<file path="src/rtl/node_link.sv">
// Router-side endpoint of the credit-based flit link into one neuromorphic node.
// TX path paced by node credits; RX path buffered in a FWFT FIFO with per-pop credit return.
module node_link #(
    parameter int unsigned FW = 59,
    parameter int unsigned B  = 4,
    parameter int unsigned RB = 4
) (
    input  logic          i_clk,
    input  logic          i_rst,
    input  logic          i_tx_vld,
    input  logic [FW-1:0] i_tx_flit,
    output logic          o_tx_rdy,
    output logic          o_node_flit_in_wr,
    output logic [FW-1:0] o_node_flit_in,
    input  logic          i_node_credit_out,
    input  logic          i_node_flit_out_wr,
    input  logic [FW-1:0] i_node_flit_out,
    output logic          o_node_credit_in,
    output logic          o_rx_vld,
    output logic [FW-1:0] o_rx_flit,
    input  logic          i_rx_rdy,
    output logic          o_idle,
    output logic          o_err_ovf,
    output logic          o_err_crd
);

    localparam int unsigned CW = $clog2(B + 1);
    localparam int unsigned PW = (RB > 1) ? $clog2(RB) : 1;
    localparam int unsigned OW = $clog2(RB + 1);
    localparam logic [CW-1:0] CntMax  = CW'(B);
    localparam logic [OW-1:0] OccMax  = OW'(RB);
    localparam logic [PW-1:0] PtrLast = PW'(RB - 1);

    // TX side state
    logic [CW-1:0] r_credit_cnt;
    logic          r_flit_in_wr;
    logic [FW-1:0] r_flit_in;
    logic          r_err_crd;

    // RX side state
    logic [FW-1:0] r_mem [RB];
    logic [PW-1:0] r_wptr;
    logic [PW-1:0] r_rptr;
    logic [OW-1:0] r_occ;
    logic          r_credit_in;
    logic          r_err_ovf;

    logic w_send;
    logic w_full;
    logic w_empty;
    logic w_pop;
    logic w_push;

    assign o_tx_rdy = (r_credit_cnt != '0);
    assign w_send   = i_tx_vld & o_tx_rdy;

    assign w_full  = (r_occ == OccMax);
    assign w_empty = (r_occ == '0);
    assign w_pop   = ~w_empty & i_rx_rdy;
    // A pop in the same cycle frees the slot, so a push into a full FIFO still lands.
    assign w_push  = i_node_flit_out_wr & (~w_full | w_pop);

    always_ff @(posedge i_clk or posedge i_rst) begin
        if (i_rst) begin
            r_credit_cnt <= CntMax;
            r_flit_in_wr <= 1'b0;
            r_flit_in    <= '0;
            r_err_crd    <= 1'b0;
        end else begin
            r_flit_in_wr <= w_send;
            if (w_send) begin
                r_flit_in <= i_tx_flit;
            end
            case ({w_send, i_node_credit_out})
                2'b10: r_credit_cnt <= r_credit_cnt - 1'b1;
                2'b01: begin
                    if (r_credit_cnt == CntMax) begin
                        r_err_crd <= 1'b1;
                    end else begin
                        r_credit_cnt <= r_credit_cnt + 1'b1;
                    end
                end
                default: ;
            endcase
        end
    end

    always_ff @(posedge i_clk or posedge i_rst) begin
        if (i_rst) begin
            for (int i = 0; i < int'(RB); i++) begin
                r_mem[i] <= '0;
            end
            r_wptr      <= '0;
            r_rptr      <= '0;
            r_occ       <= '0;
            r_credit_in <= 1'b0;
            r_err_ovf   <= 1'b0;
        end else begin
            r_credit_in <= w_pop;
            if (w_push) begin
                r_mem[r_wptr] <= i_node_flit_out;
                r_wptr        <= (r_wptr == PtrLast) ? '0 : r_wptr + 1'b1;
            end
            if (w_pop) begin
                r_rptr <= (r_rptr == PtrLast) ? '0 : r_rptr + 1'b1;
            end
            if (w_push && !w_pop) begin
                r_occ <= r_occ + 1'b1;
            end else if (!w_push && w_pop) begin
                r_occ <= r_occ - 1'b1;
            end
            if (i_node_flit_out_wr && w_full && !w_pop) begin
                r_err_ovf <= 1'b1;
            end
        end
    end

    assign o_node_flit_in_wr = r_flit_in_wr;
    assign o_node_flit_in    = r_flit_in;
    assign o_node_credit_in  = r_credit_in;
    assign o_rx_vld          = ~w_empty;
    assign o_rx_flit         = r_mem[r_rptr];
    assign o_err_ovf         = r_err_ovf;
    assign o_err_crd         = r_err_crd;
    assign o_idle            = (r_credit_cnt == CntMax) & w_empty & ~r_flit_in_wr & ~r_credit_in;

endmodule

</file>
<file path="config.mk">
export PLATFORM = sky130hd
export DESIGN_NAME = node_link
export DESIGN_NICKNAME = d
export VERILOG_FILES = /design/src/rtl/node_link.sv
export SDC_FILE = /design/constraint.sdc
export NUM_CORES = 1
export LEC_CHECK = 0
export BUFFER_PORTS_ARGS = -buffer_cell sky130_fd_sc_hd__buf_2
export CAP_MARGIN = 20
export CELL_PAD_IN_SITES_DETAIL_PLACEMENT = 0
export CELL_PAD_IN_SITES_GLOBAL_PLACEMENT = 1
export CORE_UTILIZATION = 46
export CTS_CLUSTER_DIAMETER = 100
export DETAILED_ROUTE_END_ITERATION = 10
export PLACE_DENSITY_LB_ADDON = 0.3
export RECOVER_POWER = 25
export SYNTH_ARGS = -nofsm -noshare
export SYNTH_HDL_FRONTEND = slang
export SYNTH_SLANG_ARGS = --single-unit
</file>
<file path="constraint.sdc">
create_clock -name i_clk -period 12.8 [get_ports i_clk]
set_input_delay 1.92 -clock i_clk [delete_from_list [all_inputs] [get_ports i_clk]]
set_output_delay 1.92 -clock i_clk [all_outputs]
set_load 0.01 [all_outputs]
</file>
## After elaboration in Yosys (flattened, before gate mapping)

Cells that the tools add are included.

- $add $sub $neg: 6
- Multipliers: 0
- Div/mod/pow operators: 0
- Order comparisons: 3
- Equality and inequality tests: 7
- Shift-type cells: 0
- Multiplexer cells: 12
- Bitwise logic cells: 13
- Reductions and logical operators: 13

Operators with widths:

| operator | number |
|---|---|
| $bwmux 236 | 1 |
| $mux 59 | 3 |
| $bmux 59 s2 | 1 |
| $demux 59 s2 | 1 |
| $mux 3 | 3 |
| $add 3x1->3 const B | 2 |
| $and 1x1->1 | 6 |
| $eq 2x2->1 const B | 3 |
| $eq 3x3->1 const B | 2 |
| $ge 3x3->1 const B | 2 |
| $not 2->3 | 2 |
| $pmux 3 s2 | 1 |
| $sub 3x1->3 const B | 2 |
| $logic_and 1x1->1 | 5 |
| $add 2x1->2 const B | 2 |
| $mux 2 | 2 |
| $not 1->1 | 4 |
| $reduce_and 2->1 | 2 |
| $reduce_bool 2->1 | 2 |
| $logic_not 3->1 | 1 |
| $lt 3x1->1 const B | 1 |
| $reduce_bool 3->1 | 1 |
| $eq 2x1->1 const B | 1 |
| $logic_not 1->1 | 2 |
| other kinds (2) | 2 |

- Register bits after elaboration: 309
- Bits in latches: 0
- RAM bits: 0
- Bits in read-only memories: 0
- Input bits: 124
- Output and inout bits: 125
- Word-level logic and storage cells: 67
- Memories kept: 0

## Longest topological paths before layout

- Word-level depth: 9
- Mapped depth: 8
- Mapped depth without buffers: 8

## Worst setup path after synthesis

OpenSTA, ideal clock, no wires.

- Path type: input port to flip-flop
- Start: in i_tx_vld
- End: reg r_credit_cnt[2]
- Library setup time: 0.079 ns
- Arrival time: 3.680 ns
- Data required time: 12.721 ns
- Slack: 9.041 ns
- Stages: 8
- Buffers on the path: 2
- Path through: clkbuf_1 -> nand2_1 -> buf_2 -> nand2_1 -> fa_1 -> or3b_2 -> o21a_1 -> o21ai_0

- Longest elaborated chain between the ends: 4
- Elaborated cells on any way between the ends: 7
- Classes of those cells: 3 x eq/ne; 1 x mux; 1 x bitwise; 2 x reduce/logical

RTL lines:

| what | RTL line | source |
|---|---|---|
| from (decl) | 10 | `input logic i_tx_vld,` |
| $and 1x1->1 * | 55 | `assign w_send = i_tx_vld & o_tx_rdy;` |
| $eq 2x1->1 / $eq 2x2->1 (equally long branches) | 74 | `case ({w_send, i_node_credit_out})` |
| $ne 2x2->1 (no source line) / $reduce_bool 2->1 (equally long branches) | -- |  |
| $reduce_and 2->1 (no source line) | -- |  |
| to (signal assigned) | 65 | `r_credit_cnt <= CntMax;` |
| to (signal assigned) | 75 | `2'b10: r_credit_cnt <= r_credit_cnt - 1'b1;` |
| to (signal assigned) | 80 | `r_credit_cnt <= r_credit_cnt + 1'b1;` |
| to (decl) | 35 | `logic [CW-1:0] r_credit_cnt;` |

Mark *: on every way between the ends. The rest lies on a longest branch, timed or not.
A chain may end at the register's enable or synchronous reset.

## Worst setup path in the final report

- Start: reg r_rptr[0]
- End: out o_rx_flit[17]

- Longest elaborated chain between the ends: 4

RTL lines:

| what | RTL line | source |
|---|---|---|
| from (decl) | 43 | `logic [PW-1:0] r_rptr;` |
| from (signal assigned) | 105 | `r_rptr <= (r_rptr == PtrLast) ? '0 : r_rptr + 1'b1;` |
| $not 2->3 (implied by the code) | 122 | `assign o_rx_flit = r_mem[r_rptr];` |
| $bmux 59 s2 | 122 |  |
| $mux 59 (implied by the code) (2 in series) | 122 |  |
| to (decl) | 20 | `output logic [FW-1:0] o_rx_flit,` |

Every way passes these cells. The select of a mux whose other input is x is not followed.

==> results.tsv <==
metric	value	unit
critical path arrival	5.10	ns
vias in the first global route	8059	
Seq cells post-synth	309	
via density per instance	5.21	
clock-pin slew on the worst setup and hold paths	0.06	ns
Worst Setup End Kind	output port	
First DRT Iteration DRCs	266	
top cells by area, synth	dfrtp_1, mux2_2, mux4_2, buf_2, ha_1	
via count	7443	
Post-CTS Setup Bufs	0	
CP bufs+invs	2	
CP startpoint kind	flip-flop	
clock skew	0.0186	ns
Port-buffer cells	248	
synth unique cells	31	
Total Nets Final	1155	
Post-Syn Area	13100	um^2
Synth Warn #	0	
# Max-Cap Violations	4	
Lkg Pwr	6.92	nW
core area	27900	um^2
io pins	249	
Crit Reg-Reg Endpoint	r_rptr[0]$_DFFE_PP0P_	
GR Layer Usage met3	0.0541	
Setup Crit Path Kind	flip-flop to output port	
total power	4.38	mW
Hold Path Depth	1	
RSZ-0062 raised after global routing	false	
first-pass GRT wire length	43700	um
die width	171	um
worst hold start	o_err_crd$_DFFE_PP0P_	
site row count	61	
CTS H-tree lvls	2	
worst reg-to-reg setup slack	8.17	ns
Reg2Reg Depth	4	
Slew @ Worst Pin	3.74	ns
Resized cells post-CTS	0	
run status	complete, but fails checks	
fin util	0.568	
CP Max Fanout	35	
Fin. Hold Viols	0	
fin crit share	0.548	
design area	15800	um^2
min Tclk post-route	7.02	ns
slowest library cell on the worst path	clkbuf_1	
CTS tree	done	
area grow syn2layout	20.9	%
cell area power density	277	nW/um^2
HP Class	flip-flop to flip-flop	
post-synth top area share	0.589	
Final Slew Violations	210	
most common cell after layout, fill and taps aside	dfrtp_1	
Cells after Synth	772	
failing checks	max-capacitance violations, max-slew violations	
root buf cell	clkbuf_16	
worst endpoint required time	10.88	ns
peak supply drop	0.133	mV
worst reg2reg path startpoint	r_rptr[0]$_DFFE_PP0P_	
final wirelength	27200	um
initial core utilization	0.470	
final setup fails	0	
GR peak layer	met2	
Hold Path Sink	o_err_crd$_DFFE_PP0P_	
die area	29100	um^2
final hold slack	0.469	ns
share of cells above drive strength 1	0.624	
initial antenna violation count	1	
WL/cell	19.1	um
Final Non-Filler Cells	1428	
Max-Slew Margin vs Limit	-1.50	
Crit path max-delay family	buffers and inverters	
setup TNS	0	ns
Crit path largest cell delay	2.14	ns
worst skew pair latency	0.51	ns
Remaining Overflow, GRT	0	
post-synth top area cell	dfrtp_1	
met1 Use GR	0.248	
Die Y	171	um
setup ws final	5.78	ns
placed cell area	14700	um^2
Placed Cells	1362	
Pre-Repair DR Iteration Count	4	
CTS Hold Bufs	0	
Seq/Total Area, Yosys	0.591	
HPWL Detailed	17000	um
CP Launch Point	r_rptr[0]$_DFFE_PP0P_	
RePlAce Congestion	0.733	
dpl ws	8.29	ns
GR Util All Layers	0.193	
CP cell instances	clkbuf_1 > mux4_2 > buf_2	
most frequent cells in the layout	dfrtp_1, mux2_2, buf_2	
syn_nets	904	
Syn Area/Cell	17.0	um^2
total CTS buffers	36	
met2 GRT Util	0.319	
Post-DRT Antenna Nets	0	
fmax	0.142	GHz
largest net degree at the start of global routing	84	
Remaining DRCs	0	
Sink Count	309	
CTS Buffer Depth	3	
-- synthesized netlist by cell type --
library cell	number
dfrtp_1	308
a41o_1	1
buf_6	4
ha_1	6
nor2_1	8
xor2_1	3
or2_2	1
or3b_2	1
and2_1	1
inv_1	7
dfstp_2	1
o21ai_0	3
mux4_2	59
nand3_1	2
nand3b_1	1
nand2_1	10
a32oi_1	1
nor4_1	1
o2111ai_1	1
o21a_1	1
clkbuf_1	3
a21o_1	1
nor2b_1	1
nor4b_4	1
mux2_2	300
o211ai_1	1
buf_2	38
or3_1	2
buf_1	1
xnor2_1	2
fa_1	2
-- sequential cells by signal, summed over array words and instances, names as in the netlist --
| signal | flops |
|---|---|
| o_err_crd | 1 |
| o_node_flit_in | 59 |
| r_mem | 236 |
| o_node_credit_in | 1 |
| o_node_flit_in_wr | 1 |
| r_occ | 3 |
| r_credit_cnt | 3 |
| r_rptr | 2 |
| r_wptr | 2 |
| o_err_ovf | 1 |
-- cells by family (layout without fill, tap and decap cells) --
family | after synthesis | count (layout) | share of synthesized area
other | 0 | 1 | 0
buffers and inverters | 53 | 330 | 0.0211
and+or+nand+nor | 29 | 29 | 0.0118
adders and majority gates | 8 | 8 | 0.00879
DFF | 309 | 309 | 0.591
xor gates and xnor gates | 5 | 5 | 0.00334
muxes | 359 | 359 | 0.359
AOI/OAI and AO/OA | 9 | 9 | 0.00497
-- layer usage --
metal,vias up,share of wire,wire length (um)
met5,-,0,0
met4,0,0.023,618
met3,49,0.066,1790
met2,215,0.48,13200
met1,3836,0.43,11600
li1,3343,-,-
-- worst max path at each step --
stage / endpoint / slack, ns / cells after the start
6_report: o_rx_flit[17] / 5.78 / 3
5_1_grt: o_rx_flit[50] / 5.20 / 3
3_3_place_gp: r_mem[105]$_DFFE_PP0P_ / 8.27 / 4
2_1_floorplan: o_err_crd$_DFFE_PP0P_ / 2.34 / 1
3_5_place_dp: r_mem[46]$_DFFE_PP0P_ / 8.29 / 4
4_1_cts: o_rx_flit[0] / 7.99 / 3
-- cell type report --
| class | count | area (um^2) |
|---|---|---|
| Fill cell | 2254 | 12000 |
| Sequential cell | 309 | 7730 |
| Multi-Input combinational cell | 410 | 5080 |
| Timing Repair Buffer | 259 | 1310 |
| Clock buffer | 57 | 1080 |
| Tap cell | 378 | 473 |
| Clock inverter | 7 | 121 |
| Inverter | 7 | 27.5 |
| Antenna cell | 1 | 2.50 |
-- power breakdown --
group	total [mW]	internal [mW]	switching [mW]
Clock	1.03	0.641	0.386
Combinational	1.63	0.959	0.667
Sequential	1.73	1.45	0.279
-- worst register-to-register path, delay by kind of cell, from the launching register on --
family                   cells  cell delay (ns)
flip-flops                   1             1.54
adder cells (fa/ha/maj)      1             0.41
buffers and inverters        1             2.14
AND/OR/NAND/NOR              1             0.05
multiplexers                 1             0.36
Note: power is estimated with default switching activity, not from simulation.
